<file path="config.mk">
export PLATFORM = sky130hd
export DESIGN_NAME = note_scheduler_flat
export DESIGN_NICKNAME = d
export VERILOG_FILES = /design/src/rtl/note_scheduler_if.sv /design/src/rtl/note_scheduler.sv /design/src/flat_wrapper.sv
export SDC_FILE = /design/constraint.sdc
export NUM_CORES = 1
export LEC_CHECK = 0
export BUFFER_PORTS_ARGS = -buffer_cell sky130_fd_sc_hd__buf_2
export CORE_AREA = 4 4 82 84
export DETAILED_ROUTE_END_ITERATION = 7
export DIE_AREA = 0 0 86 88
export GPL_TIMING_DRIVEN = 0
export HOLD_SLACK_MARGIN = 0.05
export PLACE_DENSITY = 0.77
export SLEW_MARGIN = 20
export SYNTH_ARGS = -nofsm -noshare
export SYNTH_HDL_FRONTEND = slang
export SYNTH_SLANG_ARGS = --single-unit
</file>
<file path="constraint.sdc">
create_clock -name clk -period 4.3 [get_ports clk]
set_input_delay 0.43 -clock clk [delete_from_list [all_inputs] [get_ports clk]]
set_output_delay 0.43 -clock clk [all_outputs]
set_load 0.02 [all_outputs]
</file>
<file path="src/rtl/note_scheduler_if.sv">
// Handshake and gate signals between the note scheduler and the shared tone generator.
interface note_scheduler_if;
    logic        tg_load;
    logic        tg_ready;
    logic [17:0] tg_half_period;
    logic        tg_enable;

    modport master (
        output tg_load,
        output tg_half_period,
        output tg_enable,
        input  tg_ready
    );

    modport slave (
        input  tg_load,
        input  tg_half_period,
        input  tg_enable,
        output tg_ready
    );
endinterface

</file>
<file path="src/rtl/note_scheduler.sv">
// Serves held keys one at a time on the shared tone generator: lowest key wins,
// each note is gated for at least MIN_NOTE_CYC cycles and followed by a silent gap.
module note_scheduler #(
    parameter int unsigned MIN_NOTE_CYC = 5_000_000,
    parameter int unsigned GAP_CYC      = 500_000,
    parameter int unsigned CNT_W        = 24
) (
    input  logic              clk,
    input  logic              rst,
    input  logic [15:0]       key_level,
    note_scheduler_if.master  tg,
    output logic [3:0]        note_idx,
    output logic              busy
);

    typedef enum logic [1:0] {IDLE, LOAD, PLAY, GAP} state_t;

    localparam logic [CNT_W-1:0] MIN_LAST = CNT_W'(MIN_NOTE_CYC - 1);
    localparam logic [CNT_W-1:0] GAP_LAST = CNT_W'(GAP_CYC - 1);

    state_t           state_q, state_d;
    logic [CNT_W-1:0] cnt_q, cnt_d;
    logic             load_q, load_d;
    logic             en_q, en_d;
    logic [17:0]      hp_q, hp_d;
    logic [3:0]       idx_q, idx_d;
    logic             busy_q, busy_d;
    logic [3:0]       first_idx;

    // Chromatic half-periods C4..D#5 at 50 MHz.
    function automatic logic [17:0] half_period(input logic [3:0] i);
        case (i)
            4'd0:    half_period = 18'd95556;
            4'd1:    half_period = 18'd90193;
            4'd2:    half_period = 18'd85131;
            4'd3:    half_period = 18'd80353;
            4'd4:    half_period = 18'd75843;
            4'd5:    half_period = 18'd71586;
            4'd6:    half_period = 18'd67569;
            4'd7:    half_period = 18'd63776;
            4'd8:    half_period = 18'd60197;
            4'd9:    half_period = 18'd56818;
            4'd10:   half_period = 18'd53629;
            4'd11:   half_period = 18'd50619;
            4'd12:   half_period = 18'd47778;
            4'd13:   half_period = 18'd45097;
            4'd14:   half_period = 18'd42566;
            default: half_period = 18'd40177;
        endcase
    endfunction

    // Descending scan so the last hit is the lowest set bit.
    always_comb begin
        first_idx = '0;
        for (int unsigned i = 16; i > 0; i--) begin
            if (key_level[i-1]) first_idx = 4'(i - 1);
        end
    end

    always_comb begin
        state_d = state_q;
        cnt_d   = cnt_q;
        load_d  = load_q;
        en_d    = en_q;
        hp_d    = hp_q;
        idx_d   = idx_q;
        case (state_q)
            IDLE: begin
                if (key_level != '0) begin
                    idx_d   = first_idx;
                    hp_d    = half_period(first_idx);
                    load_d  = 1'b1;
                    state_d = LOAD;
                end
            end
            LOAD: begin
                if (tg.tg_ready) begin
                    load_d  = 1'b0;
                    en_d    = 1'b1;
                    cnt_d   = '0;
                    state_d = PLAY;
                end
            end
            PLAY: begin
                if (cnt_q == MIN_LAST) begin
                    if (!key_level[idx_q]) begin
                        en_d    = 1'b0;
                        cnt_d   = '0;
                        state_d = GAP;
                    end
                end else begin
                    cnt_d = cnt_q + 1'b1;
                end
            end
            GAP: begin
                if (cnt_q == GAP_LAST) begin
                    cnt_d   = '0;
                    state_d = IDLE;
                end else begin
                    cnt_d = cnt_q + 1'b1;
                end
            end
            default: state_d = IDLE;
        endcase
        busy_d = (state_d != IDLE);
    end

    always_ff @(posedge clk) begin
        if (rst) begin
            state_q <= IDLE;
            cnt_q   <= '0;
            load_q  <= 1'b0;
            en_q    <= 1'b0;
            hp_q    <= '0;
            idx_q   <= '0;
            busy_q  <= 1'b0;
        end else begin
            state_q <= state_d;
            cnt_q   <= cnt_d;
            load_q  <= load_d;
            en_q    <= en_d;
            hp_q    <= hp_d;
            idx_q   <= idx_d;
            busy_q  <= busy_d;
        end
    end

    assign tg.tg_load        = load_q;
    assign tg.tg_enable      = en_q;
    assign tg.tg_half_period = hp_q;
    assign note_idx          = idx_q;
    assign busy              = busy_q;

endmodule

</file>
<file path="src/flat_wrapper.sv">
// flat-port wrapper written by rule: the top's interface ports become plain ports
module note_scheduler_flat 
#(
    parameter int unsigned MIN_NOTE_CYC = 5_000_000,
    parameter int unsigned GAP_CYC      = 500_000,
    parameter int unsigned CNT_W        = 24
)
  (clk, rst, key_level, note_idx, busy, tg_tg_load, tg_tg_half_period, tg_tg_enable, tg_tg_ready);
  note_scheduler_if tg_i ();
  input  logic clk;
  input  logic rst;
  input  logic [15:0] key_level;
  output logic [3:0] note_idx;
  output logic busy;
  output wire logic [$bits(tg_i.tg_load)-1:0] tg_tg_load;
  output wire logic [$bits(tg_i.tg_half_period)-1:0] tg_tg_half_period;
  output wire logic [$bits(tg_i.tg_enable)-1:0] tg_tg_enable;
  input wire logic [$bits(tg_i.tg_ready)-1:0] tg_tg_ready;
  assign tg_tg_load = tg_i.tg_load;
  assign tg_tg_half_period = tg_i.tg_half_period;
  assign tg_tg_enable = tg_i.tg_enable;
  assign tg_i.tg_ready = tg_tg_ready;
  note_scheduler #(.MIN_NOTE_CYC(MIN_NOTE_CYC), .GAP_CYC(GAP_CYC), .CNT_W(CNT_W)) u_core (.clk(clk), .rst(rst), .key_level(key_level), .tg(tg_i), .note_idx(note_idx), .busy(busy));
endmodule
</file>
==> results of run 1 <==
where the power goes:
part           internal (mW)  total, mW  switching, mW
logic                 0.0842      0.237          0.152
registers              0.491      0.510         0.0197
clock network          0.121      0.300          0.179
Yosys cell counts, types with 2 or more instances:
cell type | number | area [um2]
nand4_1 | 4 | 25.02
mux4_2 | 4 | 90.09
nand2_1 | 36 | 135.1
o21a_1 | 4 | 30.03
a221oi_1 | 2 | 17.52
or3_1 | 5 | 31.28
mux2i_1 | 5 | 50.05
dfxtp_1 | 50 | 1001
nor2b_1 | 3 | 18.77
nand3b_1 | 2 | 15.01
buf_2 | 11 | 55.05
nor4_1 | 7 | 43.79
o21ai_0 | 6 | 30.03
and2_1 | 4 | 25.02
o2111ai_1 | 2 | 17.52
nand3_1 | 16 | 80.08
o211ai_1 | 3 | 22.52
nor3_1 | 8 | 40.04
and4b_1 | 2 | 20.02
inv_1 | 7 | 26.28
o21ai_1 | 8 | 40.04
xnor2_1 | 4 | 35.03
a311oi_1 | 2 | 17.52
nor2_1 | 45 | 168.9
a21oi_1 | 27 | 135.1
a31oi_1 | 7 | 43.79
nor4b_1 | 3 | 26.28
and3_1 | 12 | 75.07
xor2_1 | 16 | 140.1
clkbuf_1 | 7 | 26.28
or4_1 | 2 | 15.01
ha_1 | 9 | 112.6
o22ai_1 | 2 | 12.51
a211oi_1 | 5 | 37.54
and4_1 | 2 | 17.52
a2111oi_0 | 2 | 17.52
o311a_1 | 2 | 20.02
layout make-up:
type / instances / area [um2] / share of cell area [%]
multi-input combinational: 282 / 1817 / 54.48
sequential: 50 / 1001 / 30.02
timing repair buffer: 42 / 210.2 / 6.304
tap: 75 / 93.84 / 2.814
buffer: 19 / 88.84 / 2.664
clock buffer: 5 / 68.82 / 2.064
clock inverter: 3 / 28.78 / 0.8630
inverter: 7 / 26.28 / 0.7880
worst max-delay path: stages:
cell and delay (ns):
buf_2 0.12, nor2_1 0.14, o21a_1 0.13, o31ai_1 0.06
a211oi_1 0.32, o31a_1 0.48, inv_1 0.18, ha_1 0.47
nor2_1 0.08, a21oi_1 0.14, nor3_1 0.06, a2111oi_0 0.35
sequential cells by signal (all words and copies together), names as in the netlist:
| signal | flops |
|---|---|
| u_core.note_idx | 4 |
| u_core.cnt_q | 24 |
| u_core.tg.tg_half_period | 17 |
| u_core.tg.tg_enable | 1 |
| u_core.busy | 1 |
| u_core.state_q | 2 |
| u_core.tg.tg_load | 1 |
logic make-up (layout without fill, tap and decap cells):
family / count (synthesis) / count (layout) / synth area share [%]
buffers and inverters: 26 / 76 / 3.925
AND/OR/NAND/NOR: 157 / 157 / 27.09
multiplexers: 10 / 10 / 5.162
flip-flops: 50 / 50 / 34.13
AO/OA/AOI/OAI: 85 / 85 / 19.75
XOR/XNOR: 20 / 20 / 5.972
other: 1 / 1 / 0.1279
adder cells (fa/ha/maj): 9 / 9 / 3.840
per-layer routing:
metal	routed length, um	up-vias	part of all wire [%]
met5	0	-	0
met4	156	0	2.1
met3	548	15	7.3
met2	3275	98	44
met1	3482	1323	47
li1	-	1403	-
worst paths after layout:
check | cells after the start | slack [ns] | endpoint | start
worst max register to register | 8 | 1.94 | u_core.cnt_q[16] | u_core.cnt_q[9]
worst max-delay path | 12 | 1.55 | u_core.tg.tg_half_period[6] | key_level[12]
worst min register to register | 2 | 0.47 | u_core.tg.tg_load | u_core.tg.tg_load
worst min-delay path | 3 | 0.43 | u_core.cnt_q[11] | rst
stage by stage:
stage          area [um2]  util, %  hold WS, ns
2_1_floorplan        2933        -       0.4665
3_5_place_dp         3237    54.67       0.4533
5_1_grt              3334    56.32       0.4429
4_1_cts              3334    56.32       0.4178
6_report             3334    56.32       0.4320
3_3_place_gp         3237    54.67       0.4478
==> summary.txt, run 1 <==
Pwr Density: 314.0 nW/um2
CP Data Required Time: 4.51 ns
Yosys warnings: 0
Max Clock Skew: 0.01693 ns
wire per inst: 15.45 um
DRT antenna net count: 0
f_max: 363.1 MHz
RSZ-0062 raised after global routing: false
GR Util met1: 28.55%
CP arrival: 2.96 ns
fill count: 553
synthesized instance count: 358
Distinct cells, synth: 59
vias in the first global route: 2682
Die ar.: 7568 um2
Initial Util: 49.54%
post_cts resized: 0
largest net degree at the start of global routing: 19
most frequent cells in the layout: buf_2 (53), dfxtp_1 (50), nor2_1 (45), nand2_1 (36), a21oi_1 (27)
HP Class: input port to register
Yosys reg bits: 50
All-Layer GR Usage: 20.69%
syn_area_per_cell: 8.192 um2
min Tclk post-route: 2.754 ns
Row Count: 28
WS Path Type: input port to register
RD Place Congestion: 0.9273
clk buf depth: 2
Final Max Slew Viols: 0
area of the core: 5921 um2
Via density: 5.878
startpoint types: input port
drt drc: 0
Die H: 88 um
Die W: 86 um
Worst Setup End Kind: register
Setup WS post-layout: 1.546 ns
met3 capacity usage during global routing: 4.233%
hold_buf cts: 0
register area share after synthesis: 34.13%
diode count: 0
dpl hpwl: 5612 um
worst slew pin tran: 0.6250 ns
Placed Cells incl. Taps: 475
P_leak: 1.357 nW
Vias: 2839
syn nets: 386
first-pass GRT wire length: 12550 um
router iterations before antenna repair: 4
met2 GRT Util: 31.74%
# setup viols final: 0
Post-CTS Setup Inserts: 0
total global routing overflow: 0
area grow syn2layout: 13.69%
Skew-Pair Late Insertion Delay: 0.32 ns
Post-synth EDFFs: 0
Worst-path clk slew: 0.11 ns
Max Cap Viol: 0
TritonCTS clock tree: done
Async SR Flop Fraction: 0%
Post-synth top flop: dfxtp_1
root buf cell: clkbuf_8
layout cell share with drive strength beyond 1: 18.63%
total wire length: 7463 um
initial antenna violation count: 0
busiest grt layer: met2
pre-CTS WS: 1.240 ns
Peak VDD IR: 0.0001878 V
Final Cycle Share: 64.05%
commonest non-fill, non-tap cell in the layout: buf_2
slew margin rel.: 57.95%
Num Clock Sinks: 50
DRT iter0 DRCs: 290
Total Power: 1.047 mW
Final Hold Fails: 0
TritonCTS Buffers: 5
Crit Path Max Fanout: 10
H-tree lvl count: 2
Layout Nets: 435
status: finished clean
Post-Syn Area: 2933 um2
I/O Buffers: 42
IO Count: 44
setup TNS: 0 ns
fin cells: 483
Note: power is estimated with default switching activity, not from simulation.
==> run 2: changes to the inputs <==
clock period = 2.8 ns   (was 4.3 ns; I/O delays follow)
==> run 2 against run 1 <==
Wire length up 0.11%. Register-to-register slack worse by 1.5 ns. Clock skew about the same. Global-route usage unchanged. Sequential power up 54%. Final area about the same. Clock-buffer cell count unchanged. Largest cell class unchanged.
==> summary.txt, run 2 (synthesis gave the netlist of run 1 again) <==
status: finished clean
pre-CTS WS: -0.1104 ns
CP arrival: 2.65 ns
Initial Util: 49.54%
Logic pwr share: 22.6%
dpl hpwl: 5612 um
max reg flops: 24
Max Clock Skew: 0.01647 ns
CP max stage delay: 0.45 ns
HP Class: input port to register
Final Hold Fails: 0
H-tree lvl count: 2
# setup viols final: 0
CP top delay family: compound AO/OA/AOI/OAI gates
f_max: 409.0 MHz
Placement Cell Area: 3237 um2
most used cell, CP: nor2_1
Sequential Power Share: 48.7%
total global routing overflow: 0
slew margin rel.: 57.85%
area grow syn2layout: 13.74%
Biggest register: u_core.cnt_q
commonest non-fill, non-tap cell in the layout: buf_2
first-pass GRT wire length: 12550 um
Final Max Slew Viols: 0
WS Path Type: input port to register
post-layout util: 56.34%
WHS Path Cells: 3
Worst Setup End Kind: register
Die W: 86 um
Post-CTS Setup Inserts: 0
RD Place Congestion: 0.9273
worst slew pin tran: 0.6265 ns
clk buf depth: 2
DRT antenna net count: 0
IO Count: 44
worst hold slack: 0.2814 ns
register area: 1001 um2
layout cell share with drive strength beyond 1: 18.87%
Row Count: 28
Skew-Pair Late Insertion Delay: 0.32 ns
Layout Nets: 435
P_leak: 1.357 nW
Num Clock Sinks: 50
Worst-path clk slew: 0.11 ns
vias in the first global route: 2682
Via density: 5.880
Peak VDD IR: 0.0002887 V
min Tclk post-route: 2.445 ns
wire per inst: 15.47 um
cell count of the worst reg-to-reg path: 8
CP cell instances: buf_2 > nor2_1 > o21a_1 > o31ai_1 > a211oi_1 > o31a_2 > inv_1 > ha_1 > nor2_1 > a21oi_1 > nor3_1 > a2111oi_0
Final Cycle Share: 87.33%
area of the core: 5921 um2
area of the multi-input gates: 1818 um2
largest net degree at the start of global routing: 19
total wire length: 7471 um
Max Cap Viol: 0
TritonCTS clock tree: done
I/O Buffers: 42
fill count: 553
setup TNS: 0 ns
TritonCTS Buffers: 5
switching pwr: 0.5397 mW
drt drc: 0
Clock Power Share: 28.7%
switching share of total power: 33.55%
RSZ-0062 raised after global routing: false
Pwr Density: 482.2 nW/um2
All-Layer GR Usage: 20.69%
post-route cell area: 3336 um2
root buf cell: clkbuf_8
initial antenna violation count: 0
Die H: 88 um
startpoint types: input port
WP depth: 12
diode count: 0
DRT iter0 DRCs: 297
router iterations before antenna repair: 4
CP Buf/Inv Count: 2
Setup WS post-layout: 0.3549 ns
Die ar.: 7568 um2
hold_buf cts: 0
CP Data Required Time: 3.01 ns
most frequent cells in the layout: buf_2 (53), dfxtp_1 (50), nor2_1 (45), nand2_1 (36), a21oi_1 (27)
post_cts resized: 0
Crit Path Max Fanout: 10
Vias: 2840
Cell Int Power: 1.069 mW
Slowest cell on crit path: ha_1
[run 2: worst paths after layout]
check / start / endpoint / slack [ns]
setup / recovery: key_level[12] / u_core.tg.tg_half_period[6] / 0.35
hold / removal: rst / u_core.cnt_q[11] / 0.28
setup reg to reg: u_core.cnt_q[9] / u_core.cnt_q[16] / 0.41
hold reg to reg: u_core.tg.tg_load / u_core.tg.tg_load / 0.47
[run 2: tightest hold or removal path, cell delays in order]
cell and delay (ns):
buf_2 0.12, or4_1 0.11, nand3_1 0.05
[run 2: per-layer routing]
metal  track usage [%]  vias up  wire length [um]
met5                 0        -                 0
met4             8.058        0               156
met3             4.233       15               515
met2             31.74       94              3291
met1             28.55     1326              3507
li1                  -     1405                 -
[run 2: power groups by stage]
stage | clock network, mW | logic, mW | registers (mW)
after floorplan | 0 | 0.199 | 0.841
after global placement | 0 | 0.353 | 0.800
after detailed placement | 0 | 0.360 | 0.800
after CTS | 0.472 | 0.362 | 0.784
after global routing | 0.510 | 0.402 | 0.792
final | 0.461 | 0.363 | 0.784
[run 2: stage by stage]
step                      cells  total power [mW]
final                       483             1.609
after global routing        483             1.704
after CTS                   483             1.618
after detailed placement    475             1.160
after global placement      475             1.153
after floorplan             358             1.040
[run 2: layout make-up]
type / count / share of cell area, %
buffer: 19 / 2.663
clock buffer: 5 / 2.063
clock inverter: 3 / 0.8627
inverter: 7 / 0.7877
multi-input combinational: 282 / 54.50
sequential: 50 / 30.01
tap: 75 / 2.813
timing repair buffer: 42 / 6.302
==> run 3: changes to the inputs <==
CORE_AREA = 4 4 104 106   (was 4 4 82 84)
DIE_AREA = 0 0 108 110   (was 0 0 86 88)
PLACE_DENSITY = 0.54   (was 0.77)
==> run 3 against run 2 <==
Sequential share of layout area decreased by 0.75 points. Clock power decreased by 7.4%. Sequential cell count unchanged. Critical path type unchanged. Critical endpoint unchanged.
==> summary.txt, run 3 (synthesis gave the netlist of run 1 again) <==
status: finished clean
drt drc: 0
total global routing overflow: 0
Die W: 108 um
DRT iter0 DRCs: 177
area grow syn2layout: 16.64%
Num Clock Sinks: 50
commonest non-fill, non-tap cell in the layout: buf_2
max reg flops: 24
largest net degree at the start of global routing: 16
WHS Path Cells: 3
Crit Reg-Reg Endpoint: u_core.cnt_q[23]
layout cell share with drive strength beyond 1: 19.51%
dpl hpwl: 6177 um
CP Data Required Time: 3.00 ns
initial antenna violation count: 0
min Tclk post-route: 2.499 ns
area of the core: 9774 um2
Pwr Density: 463.9 nW/um2
Crit Reg-Reg Startpoint: u_core.cnt_q[9]
worst min-delay path startpoint: rst
f_max: 400.2 MHz
vias in the first global route: 2794
root buf cell: clkbuf_8
pre-CTS WS: -0.2140 ns
slew margin rel.: 61.16%
Final Hold Fails: 0
Worst Hold Path EP: u_core.cnt_q[11]
total wire length: 8285 um
Die H: 110 um
CP arrival: 2.70 ns
wire per inst: 15.26 um
Worst Setup End Kind: register
HP Class: input port to register
most frequent cells in the layout: buf_2 (53), dfxtp_1 (50), nor2_1 (45), nand2_1 (36), a21oi_1 (27)
post-layout util: 35.00%
worst slew pin tran: 0.5826 ns
# setup viols final: 0
IO Count: 44
P_leak: 1.362 nW
Total Power: 1.587 mW
TritonCTS clock tree: done
Via density: 5.291
Final Max Slew Viols: 0
fill count: 1058
first-pass GRT wire length: 14000 um
Final Cycle Share: 89.24%
hold_buf cts: 0
Max Cap Viol: 0
diode count: 0
Skew-Pair Late Insertion Delay: 0.31 ns
H-tree lvl count: 2
Row Count: 36
Setup WS post-layout: 0.3014 ns
Vias: 2873
Crit Path Max Fanout: 11
Layout Nets: 437
TritonCTS Buffers: 5
startpoint types: input port
Die ar.: 11880 um2
Worst-path clk slew: 0.10 ns
Peak VDD IR: 0.0002330 V
router iterations before antenna repair: 5
Biggest register: u_core.cnt_q
All-Layer GR Usage: 14.54%
DRT antenna net count: 0
RD Place Congestion: 0.8565
clk buf depth: 2
cell count of the worst reg-to-reg path: 8
I/O Buffers: 42
Initial Util: 30.01%
WS Path Type: input port to register
FF-to-FF setup slack: 0.41 ns
Max Clock Skew: 0.01710 ns
-- run 3: layer usage --
| layer | routed length (um) | global-route usage, % | vias to the layer above |
|---|---|---|---|
| met4 | 119 | 4.418 | 0 |
| li1 | - | - | 1402 |
| met3 | 378 | 2.155 | 10 |
| met5 | 0 | 0 | - |
| met2 | 3739 | 23.36 | 88 |
| met1 | 4047 | 20.23 | 1373 |
-- run 3: per-stage QoR --
| step | instances | hold WS [ns] | TNS [ns] | area (um2) |
|---|---|---|---|---|
| floorplan | 358 | 0.4641 | 0 | 2933 |
| global placement | 533 | 0.4481 | -0.2238 | 3309 |
| detailed placement | 533 | 0.4562 | -0.5489 | 3309 |
| CTS | 541 | 0.3218 | 0 | 3396 |
| global route | 543 | 0.3355 | -0.03831 | 3421 |
| finish | 543 | 0.3252 | 0 | 3421 |
-- run 3: worst max-delay path by stage --
stage / from / end / slack, ns / cells after the start
floorplan: key_level[0] / u_core.tg.tg_half_period[6] / 0.53 / 10
global placement: key_level[12] / u_core.tg.tg_half_period[6] / -0.12 / 12
detailed placement: key_level[12] / u_core.tg.tg_half_period[6] / -0.21 / 12
CTS: key_level[12] / u_core.tg.tg_half_period[6] / 0.11 / 12
global route: key_level[0] / u_core.tg.tg_half_period[6] / -0.04 / 11
finish: key_level[0] / u_core.tg.tg_half_period[6] / 0.30 / 11
-- run 3: cell type report --
cell class | instances | area [um2] | share of cell area [%]
repair buffers | 44 | 225.2 | 6.584
flip-flops and latches | 50 | 1001 | 29.26
plain buffers | 19 | 88.84 | 2.597
well taps | 133 | 166.4 | 4.865
clock buffers | 6 | 72.57 | 2.121
clock inverters | 2 | 13.76 | 0.4023
inverters | 7 | 26.28 | 0.7681
multi-input cells | 282 | 1827 | 53.40
-- run 3: repair_timing --
| action | in CTS | in global routing |
|---|---|---|
| endpoints found under the setup margin | 0 | 4 |
| resized for setup | 0 | 4 |
| setup buffers | 0 | 2 |
-- run 3: report_power, final --
| part | leakage (nW) | switching (mW) | internal [mW] |
|---|---|---|---|
| clock | 0.0452 | 0.250 | 0.177 |
| combinational | 0.909 | 0.242 | 0.133 |
| sequential | 0.408 | 0.0314 | 0.754 |
| total | 1.36 | 0.523 | 1.06 |
-- run 3: critical path, cell delays in order --
cell and delay (ns):
buf_2 0.13, or3_1 0.36, a221oi_1 0.24, o21ai_1 0.25
o21a_1 0.16, buf_2 0.20, ha_2 0.44, nor2_1 0.07
a21oi_1 0.13, nor3_1 0.07, a2111oi_1 0.37
